==> src/rtl/simd_alu_pipe.sv <==
// Two-stage pipelined ALU with scalar ops and packed-lane wrap/saturating add/sub.
// Valid/ready on both sides; sticky saturation flag for DSP kernels.

module simd_alu_lane #(
    parameter int LANE = 8
) (
    input  logic [LANE-1:0] a,
    input  logic [LANE-1:0] b,
    input  logic            sub,
    input  logic            usat,
    input  logic            ssat,
    output logic [LANE-1:0] r,
    output logic            sat
);
    logic [LANE:0] u, s;

    always_comb begin
        u   = sub ? ({1'b0, a} - {1'b0, b}) : ({1'b0, a} + {1'b0, b});
        s   = sub ? ({a[LANE-1], a} - {b[LANE-1], b}) : ({a[LANE-1], a} + {b[LANE-1], b});
        r   = u[LANE-1:0];
        sat = 1'b0;
        // Carry-out of the zero-extended sum is overflow for add and borrow for sub.
        if (usat && u[LANE]) begin
            sat = 1'b1;
            r   = sub ? '0 : '1;
        end else if (ssat && (s[LANE] ^ s[LANE-1])) begin
            sat = 1'b1;
            r   = s[LANE] ? {1'b1, {(LANE-1){1'b0}}} : {1'b0, {(LANE-1){1'b1}}};
        end
    end
endmodule

module simd_alu_pipe #(
    parameter int WIDTH = 32,
    parameter int LANE  = 8
) (
    input  logic             clk,
    input  logic             reset_n,
    input  logic             in_valid,
    output logic             in_ready,
    input  logic [WIDTH-1:0] SrcA,
    input  logic [WIDTH-1:0] SrcB,
    input  logic [3:0]       ALUControl,
    output logic             out_valid,
    input  logic             out_ready,
    output logic [WIDTH-1:0] ALUResult,
    output logic             zero,
    output logic             sat,
    output logic             sat_sticky,
    input  logic             clr_sat
);
    localparam int NL  = WIDTH / LANE;
    localparam int SHW = $clog2(WIDTH);

    typedef struct packed {
        logic [WIDTH-1:0] a;
        logic [WIDTH-1:0] b;
        logic [3:0]       op;
    } req_t;

    typedef struct packed {
        logic [WIDTH-1:0] res;
        logic             zero;
        logic             sat;
    } rsp_t;

    req_t s1;
    rsp_t s2, alu;
    logic [2:1] vld_pipe;
    logic s1_adv, s2_adv;

    logic [NL-1:0][LANE-1:0] la, lb, lr;
    logic [NL-1:0]           lsat;
    logic                    p_sub, p_usat, p_ssat;
    logic [SHW-1:0]          sh;
    logic [WIDTH-1:0]        res;
    logic                    sat_c;

    assign s2_adv   = !vld_pipe[2] | out_ready;
    assign s1_adv   = !vld_pipe[1] | s2_adv;
    assign in_ready = s1_adv;

    assign la     = s1.a;
    assign lb     = s1.b;
    assign sh     = s1.a[SHW-1:0];
    assign p_sub  = (s1.op == 4'b1110) || (s1.op == 4'b1111);
    assign p_usat = (s1.op == 4'b1001) || (s1.op == 4'b1110);
    assign p_ssat = (s1.op == 4'b1101) || (s1.op == 4'b1111);

    for (genvar g = 0; g < NL; g++) begin : g_lane
        simd_alu_lane #(.LANE(LANE)) u_lane (
            .a    (la[g]),
            .b    (lb[g]),
            .sub  (p_sub),
            .usat (p_usat),
            .ssat (p_ssat),
            .r    (lr[g]),
            .sat  (lsat[g])
        );
    end

    always_comb begin
        res   = '0;
        sat_c = 1'b0;
        case (s1.op)
            4'b0010: res = s1.a + s1.b;
            4'b0110: res = s1.a - s1.b;
            4'b0000: res = s1.a & s1.b;
            4'b0001: res = s1.a | s1.b;
            4'b0011: res = s1.a ^ s1.b;
            4'b0100: res = ~(s1.a | s1.b);
            4'b0111: res = {{(WIDTH-1){1'b0}}, $signed(s1.a) < $signed(s1.b)};
            4'b0101: res = {{(WIDTH-1){1'b0}}, s1.a < s1.b};
            4'b1010: res = s1.b << sh;
            4'b1011: res = s1.b >> sh;
            4'b1100: res = $signed(s1.b) >>> sh;
            4'b1000, 4'b1001, 4'b1101, 4'b1110, 4'b1111: begin
                res   = lr;
                sat_c = |lsat;
            end
            default: res = '0;
        endcase
        alu.res  = res;
        alu.zero = (res == '0);
        alu.sat  = sat_c;
    end

    always_ff @(posedge clk) begin
        if (!reset_n) begin
            vld_pipe   <= '0;
            s1         <= '0;
            s2         <= '0;
            sat_sticky <= 1'b0;
        end else begin
            if (s1_adv) vld_pipe[1] <= in_valid;
            if (s1_adv && in_valid) s1 <= '{a: SrcA, b: SrcB, op: ALUControl};
            if (s2_adv) vld_pipe[2] <= vld_pipe[1];
            if (s2_adv && vld_pipe[1]) s2 <= alu;
            // A saturating delivery beats a simultaneous clear.
            if (vld_pipe[2] && out_ready && s2.sat) sat_sticky <= 1'b1;
            else if (clr_sat)                      sat_sticky <= 1'b0;
        end
    end

    assign out_valid = vld_pipe[2];
    assign ALUResult = s2.res;
    assign zero      = s2.zero;
    assign sat       = s2.sat;
endmodule

==> config.mk <==
export PLATFORM = sky130hd
export DESIGN_NAME = simd_alu_pipe
export DESIGN_NICKNAME = d
export VERILOG_FILES = /design/src/rtl/simd_alu_pipe.sv
export SDC_FILE = /design/constraint.sdc
export NUM_CORES = 1
export LEC_CHECK = 0
export CORE_MARGIN = 2
export CORE_UTILIZATION = 30
export CTS_CLUSTER_DIAMETER = 50
export DETAILED_ROUTE_END_ITERATION = 10
export GPL_ROUTABILITY_DRIVEN = 0
export PLACE_DENSITY_LB_ADDON = 0.05
export SYNTH_ARGS = -nofsm -noshare
export SYNTH_HDL_FRONTEND = slang
export SYNTH_SLANG_ARGS = --single-unit
==> constraint.sdc <==
create_clock -name clk -period 8.16 [get_ports clk]
set_input_delay 2.448 -clock clk [delete_from_list [all_inputs] [get_ports clk]]
set_output_delay 2.448 -clock clk [all_outputs]
set_load 0.005 [all_outputs]
==> results_dict.tcl, run 1 <==
set metrics [dict create \
    rsz0062_at_grt "false" \
    cts_resized 0 \
    synth-main-ff-cell "dfxtp_1" \
    drive_gt1_frac 0.0820 \
    area_growth_pct 12.2 \
    ys_ff_latch 105 \
    final.setup.tns_ps 0 \
    worstPathCellList "and3_1 > nor2_1 > xnor2_1 > ha_1 > a211oi_1 > o21ai_0 > nand2_1 > xnor2_1 > o31ai_1 > o22ai_1 > a211o_1 > nor4b_1 > nand4_1 > nor4_1 > nand4_1 > o31ai_1" \
    crit_slowest_cell "o31ai_1" \
    finClkSkew_ps 17.3 \
    clk_pin_slew_ps 80 \
    ys_warn_count 0 \
    hp-start "ALUResult[6]$_SDFFE_PN0P_" \
    whs_ps 453 \
    synth_area_sq_mm 0.0163 \
    worstSkewPairLatency_ps 420 \
    synth_edf_count 0 \
    async_reset_ff_frac 0 \
    final_area_sq_mm 0.0183 \
    crit_fanout 21 \
    post-route-drc-count 0 \
    cts_buffer_depth 2 \
    drv_cap 1 \
    postPlaceCellArea_sq_mm 0.0180 \
    worstMarginPinSlew_ps 1480 \
    synth_top_cell_by_area "dfxtp_1" \
    slew_headroom 0.00642 \
    core_area_sq_mm 0.0537 \
    grt_antenna_before_repair 4 \
    synth_area_leaders "dfxtp_1 13%, ha_1 10%, nand2_1 7.0%, mux4_2 6.6%, a21oi_1 6.6%" \
    hp-class "reg -> reg" \
    via_count 18700 \
    grtUsageTotal 0.289 \
    cts_root_buf "clkbuf_16" \
    synth_cells 2290 \
    dieHeight_microns 237 \
    fp-row-count 85 \
    clock-sinks 105 \
    critical_path.top_delay_family "compound AO/OA/AOI/OAI gates" \
    cp.required_ps 8490 \
    timing.fmax_mhz 160 \
    wl_per_cell_microns 27.8 \
    grt_pass1_wl_microns 121000 \
    start_kind "flop" \
    fin_crit_sh 0.767 \
    initial_utilization 0.303 \
    cts_tree "done" \
    cpPeakStageDelay_ps 820 \
    cp.buffers_inverters 0 \
    die_w_microns 237 \
    fin_nets 2498 \
    crit_type "reg -> reg" \
    hold_violations 0 \
    violations "capacitance limit" \
    status "finished, violations left" \
    grt_overflow 0 \
    die_area_sq_mm 0.0562 \
    hpwl_microns 64700 \
    drt_iter0_drc 2602 \
    ant_nets 0 \
    dr.pass1.iters 6 \
    yosysSeqAreaShare 0.129 \
    p_per_area_mw_per_mm2 129 \
    drv_slew 0 \
    synth_top_cell_area_share 0.129 \
    p_leak_uw 0.00672 \
    startpoint "s1[1]$_SDFFE_PN0P_" \
    ir_drop_mv 0.121 \
    io_buffers 109 \
    grt_pass1_vias 17400 \
    vias_per_cell 6.26 \
    n_fill_cell 5842 \
    end_kind "flop" \
    syn_area_per_cell_sq_um 7.11 \
    rr_startpoint "s1[1]$_SDFFE_PN0P_" \
    ios 110 \
    htree_levels 3 \
    synth_cell_types 93 \
    cts_buffers 9 \
    arrival_ps 6590 \
    setup_viol 0 \
    wl_microns 83300 \
    grt_start_max_net_pins 72 \
    holdBufCountCts 0 \
    period_minus_slack_ps 6260 \
    cts_setup_buffers 0 \
    synthesis.nets 2500 \
]
## area by class of cell
class                      count  area [sq um]  share of cell area
antenna                        3          7.51            0.000411
inverter                     107           403              0.0220
sequential                   105          2110               0.116
timing repair buffer         163          1500              0.0819
multi-input combinational   1902         13100               0.717
clock inverter                 7          53.8             0.00294
tap                          696           871              0.0477
clock buffer                   9           225              0.0123
## cells by family after synthesis
| logic type | share of synthesized area |
|---|---|
| adders and majority gates | 0.108 |
| buffers and inverters | 0.0684 |
| and+or+nand+nor | 0.239 |
| AOI/OAI and AO/OA | 0.301 |
| DFF | 0.129 |
| muxes | 0.120 |
| xor gates and xnor gates | 0.0349 |
## synth_stat cells (all sizes together) (13+ instances only)
| master | n |
|---|---|
| mux4 | 55 |
| nand2b | 35 |
| o31ai | 21 |
| nor3 | 67 |
| a22oi | 29 |
| nor2b | 29 |
| nand3 | 58 |
| nor4 | 21 |
| and2 | 13 |
| nor2 | 221 |
| clkbuf | 134 |
| o21ai | 138 |
| a221oi | 13 |
| or3 | 13 |
| mux2 | 22 |
| nand4 | 19 |
| a21oi | 214 |
| o21a | 15 |
| nand2 | 306 |
| mux2i | 44 |
| xor2 | 17 |
| inv | 103 |
| a211oi | 45 |
| o221ai | 17 |
| o22ai | 25 |
| dfxtp | 105 |
| ha | 131 |
| xnor2 | 48 |
| o211ai | 24 |
| a211o | 13 |
| a21o | 18 |
| buf | 42 |
| a31oi | 28 |
## flip-flops by register name, summed over array words and instances, names as in the netlist
register,flops
ALUResult,32
la,32
lb,32
s1,4
vld_pipe,2
sat,1
sat_sticky,1
zero,1
## worst min-delay path, delay by kind of cell (launching register included)
kind            cells  cell delay (ps)
flops               1              310
simple gates        1               50
compound gates      1               50
## stage by stage
step	utilization	worst slack [ps]	instances	power [uW]
2_1_floorplan	-	2940	2290	1410
3_3_place_gp	0.335	1910	2973	1870
3_5_place_dp	0.335	1930	2973	1870
4_1_cts	0.340	1920	2989	2350
5_1_grt	0.340	1780	2989	2480
6_report	0.340	1900	2992	2360
## where the power goes
group	total, uW	leakage (uW)	switching [uW]	internal [uW]
registers	601	0.000866	58.5	543
logic	1290	0.00571	815	478
clock network	468	0.000142	258	210
## path summary, 6_finish.rpt
path	slack [ps]	depth (start not counted)	endpoint
min reg2reg	450	2	ALUResult[6]$_SDFFE_PN0P_
max	1900	16	zero$_SDFFE_PN0P_
min	450	2	ALUResult[6]$_SDFFE_PN0P_
max reg2reg	1900	16	zero$_SDFFE_PN0P_
## cell usage in the layout, fill, tap and decap left out, drive strengths merged, types with 58 or more instances in the layout
cell type      Yosys  layout
clkdlybuf4s50      0     109
dfxtp            105     105
nor2             221     221
a21oi            214     214
inv              103     104
nor3              67      67
o21ai            138     138
ha               131     131
nand3             58      58
nand2            306     306
## metal layers
layer	routed length, microns	global-route usage
met5	0	0
met4	2240	0.0871
met3	7740	0.0541
met2	36300	0.444
met1	37000	0.409
No activity file was read; power rests on OpenSTA's default activity.
==> run 2, diff against run 1 <==
- clock period: 8.16 -> 6.4 ns (I/O delays scaled with it)
==> results_dict.tcl, run 2 (same netlist as run 1, synthesis figures left out) <==
set metrics [dict create \
    fin_nets 2513 \
    post-route-drc-count 0 \
    timing.fmax_mhz 177 \
    rsz0062_at_grt "false" \
    worstSkewPairLatency_ps 410 \
    setup_viol 0 \
    initial_utilization 0.303 \
    crit_type "reg -> reg" \
    p_per_area_mw_per_mm2 165 \
    vias_per_cell 6.24 \
    drv_slew 0 \
    dieHeight_microns 237 \
    holdPathStages 2 \
    cts_buffers 9 \
    ir_drop_mv 0.157 \
    cts_root_buf "clkbuf_16" \
    final_cell_mix "305 x nand2_1, 220 x nor2_1, 214 x a21oi_1, 137 x o21ai_0, 131 x ha_1" \
    via_count 18800 \
    rr_startpoint "s1[3]$_SDFFE_PN0P_" \
    whs_ps 459 \
    timing.rr.end "zero$_SDFFE_PN0P_" \
    reg2regPathDepth 17 \
    cts_setup_buffers 0 \
    fp-row-count 85 \
    crit_slowest_cell "or4b_1" \
    cts_buffer_depth 2 \
    status "finished, final reports clean" \
    grt_antenna_before_repair 4 \
    grt_start_max_net_pins 67 \
    ant_nets 0 \
    rrSetupSlack_ps 730 \
    ios 110 \
    die_area_sq_mm 0.0562 \
    hold-path-endpoint "ALUResult[6]$_SDFFE_PN0P_" \
    dr.pass1.iters 8 \
    hold_violations 0 \
    cts_resized 0 \
    hp-start "ALUResult[6]$_SDFFE_PN0P_" \
    hpwl_microns 65800 \
    crit_fanout 26 \
    worstMarginPinSlew_ps 1300 \
    end_kind "flop" \
    grt_pass1_wl_microns 122000 \
    cpPeakStageDelay_ps 610 \
    wl_per_cell_microns 27.9 \
    grt_pass1_vias 17400 \
    fin_crit_sh 0.885 \
    drive_gt1_frac 0.0862 \
    grt_overflow 0 \
    io_buffers 109 \
    hp-class "reg -> reg" \
    wl_microns 83900 \
    holdBufCountCts 0 \
    final_common_cell "nand2_1" \
    cp.required_ps 6720 \
    drv_cap 0 \
    finClkSkew_ps 12.7 \
    start_kind "flop" \
    p_leak_uw 0.00679 \
    drt_iter0_drc 2623 \
    final_cells 3006 \
    final_area_sq_mm 0.0184 \
    area_growth_pct 12.9 \
    arrival_ps 5990 \
    place_inst 2988 \
    clk_pin_slew_ps 70 \
    die_w_microns 237 \
    cts_tree "done" \
    htree_levels 3 \
    period_minus_slack_ps 5670 \
    worstPathCellList "buf_4 > nand3_1 > o21ai_0 > xnor2_1 > ha_1 > o21ai_0 > nor3_1 > a211oi_1 > nand3_1 > o31ai_1 > a21oi_1 > or4b_1 > o311ai_1 > nor3_1 > nor4_1 > nand4_1 > o31ai_1" \
    final.setup.tns_ps 0 \
    postPlaceCellArea_sq_mm 0.0181 \
    clock-sinks 105 \
    slew_headroom 0.130 \
    core_area_sq_mm 0.0537 \
    grtUsageTotal 0.292 \
]
[run 2: how the worst max path moves through the flow]
stage                                   from                end  slack, ps  cells after the start
final                     s1[3]$_SDFFE_PN0P_  zero$_SDFFE_PN0P_        730                     17
after CTS                 s1[3]$_SDFFE_PN0P_  zero$_SDFFE_PN0P_        890                     17
after global placement             out_ready  zero$_SDFFE_PN0P_       1050                     12
after floorplan           la[3]$_SDFFE_PN0P_  zero$_SDFFE_PN0P_       1460                     18
after global routing      s1[3]$_SDFFE_PN0P_  zero$_SDFFE_PN0P_        320                     17
after detailed placement  s1[3]$_SDFFE_PN0P_  zero$_SDFFE_PN0P_        920                     17
[run 2: through the flow]
step | worst slack (ps) | util | power, uW
after floorplan | 1460 | - | 1800
after global placement | 1050 | 0.337 | 2390
after detailed placement | 921 | 0.337 | 2390
after CTS | 894 | 0.343 | 3010
after global routing | 323 | 0.343 | 3200
final | 735 | 0.343 | 3030
[run 2: worst max-delay path, delay by kind of cell, from the launching register on]
kind | cells | cell delay (ps)
compound gates | 7 | 2250
xor+xnor | 1 | 150
flops | 1 | 350
simple gates | 7 | 2220
fa+ha+maj | 1 | 280
buf+inv | 1 | 330
[run 2: final cells by class]
type,count,area [sq um]
Sequential cell,105,2110
Inverter,107,403
Clock buffer,12,236
Antenna cell,2,5.00
Fill cell,5798,35300
Clock inverter,4,52.6
Timing Repair Buffer,178,1620
Multi-Input combinational cell,1902,13100
Tap cell,696,871
[run 2: routing by layer]
layer	wire, microns	GRT usage	vias up
li1	-	-	8476
met3	7870	0.0664	170
met4	3200	0.114	2
met1	37300	0.410	9119
met5	11	0	-
met2	35500	0.431	1000
[run 2: power breakdown]
| part | total, uW | switching, uW | internal [uW] |
|---|---|---|---|
| Sequential | 757 | 65.1 | 692 |
| Combinational | 1670 | 1050 | 616 |
| Clock | 605 | 300 | 305 |
